## src/rtl/fifo_buffer_param_if.sv

```systemverilog
// FIFO access bundle: write/read requests, data, flush and status.
// Combinational only; it adds no latency.
// Backpressure is reported to the writer through full.
// Optional error signals are present when FIFO_ERR_FLAGS_EN is defined.
interface fifo_buffer_param_if #(
  parameter int DATA_WIDTH = 24,
  parameter int ADDR_WIDTH = 5
);
  logic                  write_data;
  logic [DATA_WIDTH-1:0] data_in;
  logic                  read_data;
  logic [DATA_WIDTH-1:0] data_out;
  logic                  flush;
  logic                  full;
  logic                  empty;
  logic                  almost_full;
  logic                  almost_empty;
  logic [ADDR_WIDTH:0]   level;
`ifdef FIFO_ERR_FLAGS_EN
  logic                  overflow;
  logic                  underflow;
  logic                  clear_errors;

  modport master (
    output write_data, data_in, read_data, flush, clear_errors,
    input  data_out, full, empty, almost_full, almost_empty, level,
           overflow, underflow
  );
  modport slave (
    input  write_data, data_in, read_data, flush, clear_errors,
    output data_out, full, empty, almost_full, almost_empty, level,
           overflow, underflow
  );
`else
  modport master (
    output write_data, data_in, read_data, flush,
    input  data_out, full, empty, almost_full, almost_empty, level
  );
  modport slave (
    input  write_data, data_in, read_data, flush,
    output data_out, full, empty, almost_full, almost_empty, level
  );
`endif
endinterface

```

## src/rtl/fifo_buffer_param.sv

```systemverilog
// Synchronous show-ahead FIFO, 2**ADDR_WIDTH words of DATA_WIDTH bits.
// Latency: a write is visible on data_out one cycle later; status flags are registered.
// Backpressure: writes on full are dropped unless a read is accepted in the same cycle.
// Optional sticky overflow/underflow flags are built when FIFO_ERR_FLAGS_EN is defined.
module fifo_buffer_param #(
  parameter int DATA_WIDTH = 24,
  parameter int ADDR_WIDTH = 5,
  parameter int AF_THRESH  = 28,
  parameter int AE_THRESH  = 4
) (
  input  logic               clk,
  input  logic               rst,
  fifo_buffer_param_if.slave bus
);
  localparam int                  DEPTH    = 1 << ADDR_WIDTH;
  localparam logic [ADDR_WIDTH:0] LVL_ONE  = 1;
  localparam logic [ADDR_WIDTH:0] LVL_FULL = (ADDR_WIDTH + 1)'(DEPTH);
  localparam logic [ADDR_WIDTH:0] LVL_AF   = (ADDR_WIDTH + 1)'(AF_THRESH);
  localparam logic [ADDR_WIDTH:0] LVL_AE   = (ADDR_WIDTH + 1)'(AE_THRESH);

  logic [DATA_WIDTH-1:0] r_mem [DEPTH];
  logic [ADDR_WIDTH:0]   r_wr_ptr;
  logic [ADDR_WIDTH:0]   r_rd_ptr;
  logic [ADDR_WIDTH:0]   r_level;
  logic                  r_full;
  logic                  r_empty;
  logic                  r_af;
  logic                  r_ae;
  logic [ADDR_WIDTH:0]   w_level_nxt;
  logic                  w_rd_acc;
  logic                  w_wr_acc;

  // A read on full frees the slot the concurrent write lands in.
  assign w_rd_acc = bus.read_data & ~r_empty;
  assign w_wr_acc = bus.write_data & (~r_full | w_rd_acc);

  // Next occupancy; flush overrides any accepted access.
  always_comb begin
    w_level_nxt = r_level;
    if (bus.flush) begin
      w_level_nxt = '0;
    end else if (w_wr_acc && !w_rd_acc) begin
      w_level_nxt = r_level + LVL_ONE;
    end else if (w_rd_acc && !w_wr_acc) begin
      w_level_nxt = r_level - LVL_ONE;
    end
  end

  // Pointers, level and flags move together so status never lags the data.
  always_ff @(posedge clk or posedge rst) begin
    if (rst) begin
      r_wr_ptr <= '0;
      r_rd_ptr <= '0;
      r_level  <= '0;
      r_full   <= 1'b0;
      r_empty  <= 1'b1;
      r_af     <= 1'b0;
      r_ae     <= 1'b1;
    end else begin
      r_level <= w_level_nxt;
      r_full  <= (w_level_nxt == LVL_FULL);
      r_empty <= (w_level_nxt == '0);
      r_af    <= (w_level_nxt >= LVL_AF);
      r_ae    <= (w_level_nxt <= LVL_AE);
      if (bus.flush) begin
        r_wr_ptr <= '0;
        r_rd_ptr <= '0;
      end else begin
        if (w_wr_acc) r_wr_ptr <= r_wr_ptr + LVL_ONE;
        if (w_rd_acc) r_rd_ptr <= r_rd_ptr + LVL_ONE;
      end
    end
  end

  // Storage array; contents survive reset and flush, only the pointers move.
  always_ff @(posedge clk) begin
    if (w_wr_acc && !bus.flush) begin
      r_mem[r_wr_ptr[ADDR_WIDTH-1:0]] <= bus.data_in;
    end
  end

  assign bus.data_out     = r_mem[r_rd_ptr[ADDR_WIDTH-1:0]];
  assign bus.level        = r_level;
  assign bus.full         = r_full;
  assign bus.empty        = r_empty;
  assign bus.almost_full  = r_af;
  assign bus.almost_empty = r_ae;

`ifdef FIFO_ERR_FLAGS_EN
  logic r_overflow;
  logic r_underflow;

  // Sticky error flags; a new error in the clear cycle keeps the flag set.
  always_ff @(posedge clk or posedge rst) begin
    if (rst) begin
      r_overflow  <= 1'b0;
      r_underflow <= 1'b0;
    end else begin
      if (bus.write_data && !w_wr_acc) begin
        r_overflow <= 1'b1;
      end else if (bus.clear_errors) begin
        r_overflow <= 1'b0;
      end
      if (bus.read_data && r_empty) begin
        r_underflow <= 1'b1;
      end else if (bus.clear_errors) begin
        r_underflow <= 1'b0;
      end
    end
  end

  assign bus.overflow  = r_overflow;
  assign bus.underflow = r_underflow;
`endif

endmodule

```

## src/flat_wrapper.sv

```systemverilog
// flat-port wrapper written by rule: the top's interface ports become plain ports
module fifo_buffer_param_flat 
#(
  parameter int DATA_WIDTH = 24,
  parameter int ADDR_WIDTH = 5,
  parameter int AF_THRESH  = 28,
  parameter int AE_THRESH  = 4
)
  (clk, rst, bus_write_data, bus_data_in, bus_read_data, bus_flush, bus_data_out, bus_full, bus_empty, bus_almost_full, bus_almost_empty, bus_level);
  fifo_buffer_param_if #(.DATA_WIDTH(DATA_WIDTH), .ADDR_WIDTH(ADDR_WIDTH)) bus_i ();
  input  logic clk;
  input  logic rst;
  input wire logic [$bits(bus_i.write_data)-1:0] bus_write_data;
  input wire logic [$bits(bus_i.data_in)-1:0] bus_data_in;
  input wire logic [$bits(bus_i.read_data)-1:0] bus_read_data;
  input wire logic [$bits(bus_i.flush)-1:0] bus_flush;
  output wire logic [$bits(bus_i.data_out)-1:0] bus_data_out;
  output wire logic [$bits(bus_i.full)-1:0] bus_full;
  output wire logic [$bits(bus_i.empty)-1:0] bus_empty;
  output wire logic [$bits(bus_i.almost_full)-1:0] bus_almost_full;
  output wire logic [$bits(bus_i.almost_empty)-1:0] bus_almost_empty;
  output wire logic [$bits(bus_i.level)-1:0] bus_level;
  assign bus_i.write_data = bus_write_data;
  assign bus_i.data_in = bus_data_in;
  assign bus_i.read_data = bus_read_data;
  assign bus_i.flush = bus_flush;
  assign bus_data_out = bus_i.data_out;
  assign bus_full = bus_i.full;
  assign bus_empty = bus_i.empty;
  assign bus_almost_full = bus_i.almost_full;
  assign bus_almost_empty = bus_i.almost_empty;
  assign bus_level = bus_i.level;
  fifo_buffer_param #(.DATA_WIDTH(DATA_WIDTH), .ADDR_WIDTH(ADDR_WIDTH), .AF_THRESH(AF_THRESH), .AE_THRESH(AE_THRESH)) u_core (.clk(clk), .rst(rst), .bus(bus_i));
endmodule
```

## config.mk

```make
export PLATFORM = sky130hd
export DESIGN_NAME = fifo_buffer_param_flat
export DESIGN_NICKNAME = d
export VERILOG_FILES = /design/src/rtl/fifo_buffer_param_if.sv /design/src/rtl/fifo_buffer_param.sv /design/src/flat_wrapper.sv
export SDC_FILE = /design/constraint.sdc
export NUM_CORES = 1
export LEC_CHECK = 0
export ABC_AREA = 1
export CAP_MARGIN = 15
export CORE_MARGIN = 2
export CORE_UTILIZATION = 56
export CTS_BUF_LIST = sky130_fd_sc_hd__clkbuf_4 sky130_fd_sc_hd__clkbuf_8 sky130_fd_sc_hd__clkbuf_16
export DETAILED_ROUTE_END_ITERATION = 10
export GPL_TIMING_DRIVEN = 0
export PLACE_DENSITY = 0.76
export SETUP_SLACK_MARGIN = 0.2
export SYNTH_ARGS = -nofsm -noshare
export SYNTH_HDL_FRONTEND = slang
export SYNTH_SLANG_ARGS = --single-unit
```

## constraint.sdc

```tcl
create_clock -name clk -period 3.59 [get_ports clk]
set_clock_uncertainty 0.05 [all_clocks]
set_input_delay 0.718 -clock clk [delete_from_list [all_inputs] [get_ports clk]]
set_output_delay 0.718 -clock clk [all_outputs]
set_load 0.005 [all_outputs]
```

**Yosys cells after proc, flatten, opt, wreduce, memory -nomap -nowiden**

Memories as Yosys holds them, arrays and structs flattened.
Index checks and enable logic that the tools add are counted.

- Register bits after elaboration: 22
- Memory bits (writable): 768
- Word-level logic and storage cells: 38
- Memories kept: 1

Memories:

| memory | words | width | rd ports | clocked after Yosys merged registers in | write ports | line | text |
|---|---|---|---|---|---|---|---|
| u_core.r_mem | 32 | 24 | 1 | 0 | 1 | fifo_buffer_param.sv:21 | `logic [DATA_WIDTH-1:0] r_mem [DEPTH];` |

- Add/sub/neg operators: 4
- $lt $le $gt $ge: 2
- Eq/ne operators: 1
- Multiplexer cells: 9
- Bitwise logic cells: 5
- Reduce and logical (&&, ||, !) cells: 9

Operators by type and width:

| cell | count |
|---|---|
| $mux W6 | 7 |
| $add A6 B1 Y6 const B | 3 |
| $eq A6 B6 Y1 const B | 1 |
| $ge A6 B5 Y1 const B | 1 |
| $le A6 B3 Y1 const B | 1 |
| $logic_not A6 Y1 | 1 |
| $sub A6 B1 Y6 const B | 1 |
| $reduce_bool A2 Y1 | 2 |
| $logic_and A1 B1 Y1 | 3 |
| $logic_not A1 Y1 | 3 |
| $and A1 B1 Y1 | 2 |
| $mux W1 | 2 |
| $not A1 Y1 | 2 |
| $or A1 B1 Y1 | 1 |

**Depth between registers and ports, before layout**

Gate-level depths: netlist (run 1).

- Depth after elaboration: 10
- Depth in mapped cells: 13
- Mapped depth without buffers: 13

**Least setup slack after synthesis (run 1)**

No wires, ideal clock.

- Path kind: in2reg
- Start: input bus_read_data
- End: memory u_core.r_mem[20][0] (enable)
- Setup time: 0.466 ns
- Arrival time: 3.676 ns
- Required time: 3.074 ns
- Slack: -0.602 ns
- Stages: 6
- Buffers on the path: 0
- Path through: nand2_4 > a21oi_4 > inv_1 > nor2_1 > nand2_1 > nor4_1

- Longest elaborated chain between the ends: 6

Ends and longest elaborated chain:

| element | line | text |
|---|---|---|
| start: declaration | flat_wrapper.sv:15 | `input wire logic [$bits(bus_i.read_data)-1:0] bus_read_data;` |
| $and A1 B1 Y1 | fifo_buffer_param.sv:34 | `assign w_rd_acc = bus.read_data & ~r_empty;` |
| $or A1 B1 Y1 | fifo_buffer_param.sv:35 | `assign w_wr_acc = bus.write_data & (~r_full \| w_rd_acc);` |
| $and A1 B1 Y1 | fifo_buffer_param.sv:35 |  |
| $logic_and A1 B1 Y1 | fifo_buffer_param.sv:77 | `if (w_wr_acc && !bus.flush) begin` |
| $mux W1 | fifo_buffer_param.sv:77 |  |
| $mux W1 (implied by the code) | fifo_buffer_param.sv:78 | `r_mem[r_wr_ptr[ADDR_WIDTH-1:0]] <= bus.data_in;` |
| end: declaration | fifo_buffer_param.sv:21 |  |

No other way between the ends.

**Worst setup path after layout (run 1)**

- Start: register u_core.r_rd_ptr[0]
- End: output bus_data_out[3]

- Longest elaborated chain between the ends: 1

Ends and longest elaborated chain:

| element | line | text |
|---|---|---|
| start: declaration | fifo_buffer_param.sv:23 | `logic [ADDR_WIDTH:0] r_rd_ptr;` |
| start signal: assignment | fifo_buffer_param.sv:70 | `if (w_rd_acc) r_rd_ptr <= r_rd_ptr + LVL_ONE;` |
| $mem_v2 Z32 W24 | n/a |  |
| end: declaration | flat_wrapper.sv:17 | `output wire logic [$bits(bus_i.data_out)-1:0] bus_data_out;` |

No other way between the ends.

==> results_dict.tcl, run 1 <==
set metrics [dict create \
    yosys.cell_types.count 37 \
    rsz0062_at_grt "yes" \
    comb_power_share_pct 20.2 \
    vias 22720 \
    crit_buf_inv 6 \
    place_ws_ps -491.7 \
    max_stage_delay_ps 420 \
    relSlewSlack_pct 29.29 \
    die_h_um 242.0 \
    crit_fanout 8 \
    syn-cell-area_mm2 0.03173 \
    syn_inst 2550 \
    numCtsBuffers 78 \
    worst_slew_pin_slew_ps 1061 \
    synth.most_common_cell "edfxtp_1" \
    clkPwrFrac_pct 35.0 \
    die_w_um 242.0 \
    netlist_top_cells_area "edfxtp_1 (73%), nand2_1 (6.5%), nor2_1 (3.9%)" \
    yosysTopAreaCell "edfxtp_1" \
    power_leakage_uw 0.01371 \
    finalSetupTns_ps -294.3 \
    slew_violations 0 \
    grt.total_usage_pct 34.39 \
    viasPerCell 6.318 \
    drt-total-wl_um 104700 \
    ctsLongestPathBuffers 3 \
    violations "negative setup slack" \
    coreArea_mm2 0.05617 \
    tritoncts "yes" \
    cap_violations 0 \
    io_buffers 61 \
    p_sw_share_pct 28.35 \
    power_switching_uw 6470 \
    fin_hold_ws_ps 387.3 \
    async_flop_share_pct 2.538 \
    fillerInstances 3848 \
    hold_viol_final 0 \
    synthTopCellsByCount "edfxtp_1 (768), nand2_1 (550), nor2_1 (328)" \
    antenna_found_initial 5 \
    fin_total_pwr_uw 22820 \
    drt_iter0_drc 3362 \
    synth_flop_cell "edfxtp_1" \
    ys_seq_area_share_pct 74.27 \
    finalCriticalPeriod_ps 3659 \
    clk_latency_ps 630 \
    clk_pin_slew_ps 60 \
    worstPathCellList "buf_12, buf_16, buf_16, buf_8, buf_8, nand2_1, a21boi_1, o21ai_1, nor2_2, nand2_1, nand3_1, nand2_2, dlymetal6s2s_1" \
    finalSetupViolations 11 \
    run_status "complete, but fails checks" \
    syn2layout_area_growth_pct 22.37 \
    die_area_mm2 0.05858 \
    synth_edf_count 768 \
    root_buffer "clkbuf_16" \
    grt_pass1_wl_um 143000 \
    nNetsFinal 2811 \
    r2r_cells 6 \
    stdcell_count 3596 \
    crit_path_top_delay_cell "dfrtp_1" \
    rows 87 \
    worstHoldPathType "in2reg" \
    cp_data_arrival_time_ps 2890 \
    worstSetupPathType "reg2out" \
    hpwlAfterDp_um 66440 \
    wire_per_inst_um 29.12 \
    min_from "bus_flush" \
    pin_count 63 \
    synth-seq-cells 788 \
    internal_power_uw 16350 \
    hold_buffers 0 \
    drc 0 \
    grt_pass1_vias 21650 \
    start_util_pct 56.49 \
    layout_setup_ws_ps -68.55 \
    powerDensity_mw_per_mm2 587.8 \
    synth_top_area_share_pct 72.68 \
    grt_start_max_net_pins 33 \
    cts_sinks 788 \
    synth_nets 2586 \
    drtAntennaViolNets 0 \
    required_ps 2820 \
    r2r-end "u_core.r_mem[4][15]" \
    reg2reg_slack_ps 600 \
    grt_overflow_total 0 \
    power.share.sequential_pct 44.7 \
    holdPathStages 2 \
    ir_drop_mv 0.3584 \
    hold_end "u_core.r_wr_ptr[3]" \
    place.gp.congestion 1.068 \
    fmax_mhz 273.3 \
    drive_gt1_share_pct 25.12 \
    start_kind "flop" \
    cts-htree-levels 3 \
    fin_crit_sh_pct 101.9 \
    avgSynthCellArea_um2 12.44 \
    end_kind "primary output" \
    ys.warnings.count 0 \
    r2r_start "u_core.r_wr_ptr[2]" \
    dr.pass1.iters 6 \
    place_inst 3410 \
    crit_family "buffers and inverters" \
]
## repair_timing
| item | in CTS | in global routing |
|---|---|---|
| endpoints found under the setup margin | 43 | 53 |
| hold endpoints to repair | 0 | 0 |
| resized for setup | 239 | 460 |
| buffers inserted | 1 | 32 |
| pin swaps | 12 | 159 |
| gates cloned | 2 | 6 |
## cell families after synthesis
logic type / synth area share, %
and+or+nand+nor: 11.97
AOI/OAI and AO/OA: 10.57
DFF: 74.27
xor gates and xnor gates: 0.02761
buffers and inverters: 2.887
adders and majority gates: 0.2760
## power by group through the flow
| stage | logic [uW] | registers [uW] | clock network (uW) |
|---|---|---|---|
| after floorplan | 1820 | 10400 | 0 |
| after global placement | 3400 | 10400 | 0 |
| after detailed placement | 3490 | 10400 | 0 |
| after CTS | 3860 | 10200 | 8000 |
| after global routing | 4800 | 10200 | 8360 |
| final | 4620 | 10200 | 7990 |
## metrics by stage
step / area (um2) / utilization [%]
after floorplan: 31730 / -
after global placement: 33290 / 59.26
after detailed placement: 33900 / 60.35
after CTS: 37220 / 66.27
after global routing: 38820 / 69.11
final: 38830 / 69.12
## layer usage
layer | share of wire (%) | wire [um] | global-route usage (%) | vias to the layer above
li1 | - | - | - | 9621
met1 | 35 | 36790 | 44.06 | 11230
met2 | 47 | 48720 | 53.99 | 1587
met3 | 12 | 12550 | 7.943 | 283
met4 | 6.4 | 6656 | 20.68 | 0
met5 | 0 | 0 | 0 | -
## flip-flops by register name, indices dropped and copies added, names as in the netlist
name and flops:
u_core.bus.almost_empty 1, u_core.bus.almost_full 1, u_core.bus.full 1, u_core.r_mem 768
u_core.r_rd_ptr 5, u_core.bus.empty 1, u_core.bus.level 6, u_core.r_wr_ptr 5
## layout make-up
cell class | count | area, um2 | share of cell area [%]
sequential | 788 | 23570 | 60.70
antenna | 2 | 5.005 | 0.01289
clock inverter | 45 | 330.3 | 0.8508
buffer | 156 | 1365 | 3.516
tap | 756 | 945.9 | 2.436
inverter | 33 | 166.4 | 0.4286
multi-input combinational | 1573 | 8755 | 22.55
timing repair buffer | 145 | 1536 | 3.957
clock buffer | 98 | 2155 | 5.549
## worst max path at each step
stage / slack [ps] / endpoint / from / depth (start not counted)
after floorplan: -600 / u_core.r_mem[20][0] / bus_read_data / 6
after global placement: -4140 / u_core.r_mem[0][18] / bus_read_data / 7
after detailed placement: -490 / u_core.r_mem[24][20] / bus_read_data / 10
after CTS: -350 / bus_data_out[7] / u_core.r_rd_ptr[0] / 12
after global routing: -70 / bus_data_out[3] / u_core.r_rd_ptr[0] / 13
final: -70 / bus_data_out[3] / u_core.r_rd_ptr[0] / 13
## cell usage in the layout (no fill, tap or decap), types with 25 or more instances in the layout
cell / n
nor2_4: 26
buf_2: 35
a21boi_2: 34
buf_4: 59
clkbuf_2: 47
o22ai_1: 41
nor2_1: 249
nand3_1: 34
edfxtp_1: 768
nand2_1: 473
clkbuf_16: 86
nand2_2: 56
inv_1: 26
a21boi_0: 27
a21boi_1: 31
nand3_2: 29
o21ai_1: 61
buf_8: 27
o21ai_0: 211
a21oi_1: 92
nor2_2: 55
o22ai_2: 55
clkbuf_4: 27
buf_6: 42
clkbuf_1: 25
Note: power is estimated with default switching activity, not from simulation.
==> run 2: changes to the inputs <==
CORE_UTILIZATION = 35   (was 56)
PLACE_DENSITY = not set   (was 0.76)
==> run 2 against run 1 <==
Against the previous run: the run still ends with negative setup slack left; largest power group unchanged; core utilization is 25 points lower; register-to-register slack worse by 140 ps; clock power is 3.6% higher; final cell count is 12% higher; routed wire length is 5.0% higher; sequential power hardly changed.
==> results_dict.tcl, run 2 (synthesized netlist as in run 1, its figures left out) <==
set metrics [dict create \
    fin_crit_sh_pct 102.0 \
    worstPathCellList "buf_12, clkinv_16, buf_12, buf_12, buf_16, buf_12, buf_12, nand2_4, a21oi_2, nor2_2, nand2_2, nand3_2, nand2_4, clkbuf_2" \
    met2WireLength_um 52280 \
    drt-total-wl_um 110000 \
    tritoncts "yes" \
    power.share.sequential_pct 43.9 \
    drtAntennaViolNets 0 \
    largest_register_ffs 768 \
    antenna_found_initial 4 \
    run_status "complete, but fails checks" \
    end_kind "primary output" \
    worstHoldPathType "in2reg" \
    worst_slew_pin_slew_ps 995.0 \
    dr.pass1.iters 5 \
    drt_iter0_drc 2629 \
    ctsLongestPathBuffers 3 \
    layout_setup_ws_ps -73.17 \
    cts-htree-levels 3 \
    hold_buffers 0 \
    coreArea_mm2 0.08987 \
    die_h_um 305.1 \
    nNetsFinal 2807 \
    place_ws_ps -565.5 \
    slew_violations 0 \
    numCtsBuffers 79 \
    start_kind "flop" \
    crit_buf_inv 8 \
    viasPerCell 5.439 \
    hpwlAfterDp_um 71830 \
    final_cell_mix "edfxtp_1 (768), nand2_1 (452), nor2_1 (242)" \
    cap_violations 0 \
    grt_pass1_wl_um 149400 \
    relSlewSlack_pct 33.66 \
    finalCriticalPeriod_ps 3663 \
    ir_drop_mv 0.3550 \
    powerDensity_mw_per_mm2 585.0 \
    final_common_cell "edfxtp_1" \
    clkPwrFrac_pct 35.6 \
    place.gp.congestion 0.9993 \
    max_stage_delay_ps 410 \
    root_buffer "clkbuf_16" \
    grt_pass1_vias 20850 \
    grt_start_max_net_pins 33 \
    rows 110 \
    die_w_um 305.1 \
    crit_fanout 6 \
    io_buffers 61 \
    power_leakage_uw 0.01382 \
    grt.total_usage_pct 22.77 \
    crit_path_top_delay_cell "dfrtp_2" \
    crit_family "buffers and inverters" \
    drive_gt1_share_pct 26.11 \
    worstSetupPathType "reg2out" \
    comb_power_share_pct 20.4 \
    crit_top_cell "buf_12" \
    vias 21810 \
    fmax_mhz 273.0 \
    clk_pin_slew_ps 60 \
    syn2layout_area_growth_pct 25.14 \
    cts_sinks 788 \
    finalSetupViolations 9 \
    start_util_pct 35.30 \
    routed.top_layer "met5" \
    pin_count 63 \
    met1_length_um 45490 \
    p_sw_share_pct 28.71 \
    met3_length_um 8441 \
    hold_viol_final 0 \
    drc 0 \
    clk_latency_ps 620 \
    rsz0062_at_grt "yes" \
    die_area_mm2 0.09308 \
    fin_total_pwr_uw 23230 \
    internal_power_uw 16560 \
    grt_overflow_total 0 \
    power_switching_uw 6668 \
    required_ps 2820 \
    wire_per_inst_um 27.42 \
    cp_data_arrival_time_ps 2900 \
    violations "negative setup slack" \
]
==> run 2: changes by cell type in the layout (fill, tap and decap cells not counted), sizes merged, moves of 3 or more <==
cell,previous run,this run
buf,193,180
clkbuf,185,198
clkinvlp,6,1
clkinv,35,31
dlymetal6s2s,6,3
==> run 2: repair_timing <==
item	4_1_cts	5_1_grt
setup buffers	3	16
gates cloned	3	12
pin swaps	48	167
resized for setup	322	389
setup endpoints to repair	37	42
==> run 2: stage by stage <==
stage	cells	TNS, ps	instance area [um2]	utilization (%)	hold slack [ps]
after floorplan	2550	-86730	31730	-	545.4
after global placement	3787	-1184760	33810	37.62	594.7
after detailed placement	3832	-30900	34540	38.43	589.2
after CTS	3978	-6484	38170	42.48	233.1
after global routing	4006	-1003	39700	44.17	239.5
final	4010	-268.2	39710	44.18	261.1
==> run 2: area by class of cell <==
cell class                 instances  area, um2
fill                            8164      50170
sequential                       788      23570
multi-input combinational       1573       8946
clock buffer                     100       2152
timing repair buffer             140       1760
tap                             1176       1471
buffer                           156       1249
clock inverter                    40      394.1
inverter                          33      157.7
antenna                            4      10.01
==> run 2: power groups by stage <==
stage | Clock, uW | Sequential, uW | Combinational (uW)
floorplan | 0 | 10400 | 1820
global placement | 0 | 10400 | 3570
detailed placement | 0 | 10400 | 3630
CTS | 8340 | 10200 | 4090
global route | 8710 | 10200 | 4980
finish | 8280 | 10200 | 4750
==> run 2: worst paths after layout <==
check / slack, ps / cells past startpoint / to / from
hold reg to reg: 600 / 4 / u_core.bus.empty / u_core.bus.level[5]
max in group asynchronous: 2330 / 2 / u_core.r_rd_ptr[0] / rst
setup reg to reg: 460 / 10 / u_core.r_mem[4][8] / u_core.bus.empty
setup / recovery: -70 / 14 / bus_data_out[6] / u_core.r_rd_ptr[0]
min in group asynchronous: 540 / 2 / u_core.bus.level[1] / rst
hold / removal: 260 / 1 / u_core.r_mem[19][17] / bus_data_in[17]
==> run 2: worst reg2reg max path: stages (launching register included) <==
cell and delay (ps):
dfstp_2 380, inv_2 90, nand2_4 110, a21oi_4 230, inv_1 140, nor2_1 200, nand2_1 400, nor4_4 580
buf_4 290, buf_4 200, buf_4 180
==> run 2: per-layer routing <==
layer  up-vias  global-route usage (%)
met2       882                   36.82
met1     11130                   31.03
met4         2                   7.898
met3       166                   3.901
met5         -                       0
li1       9628                       -
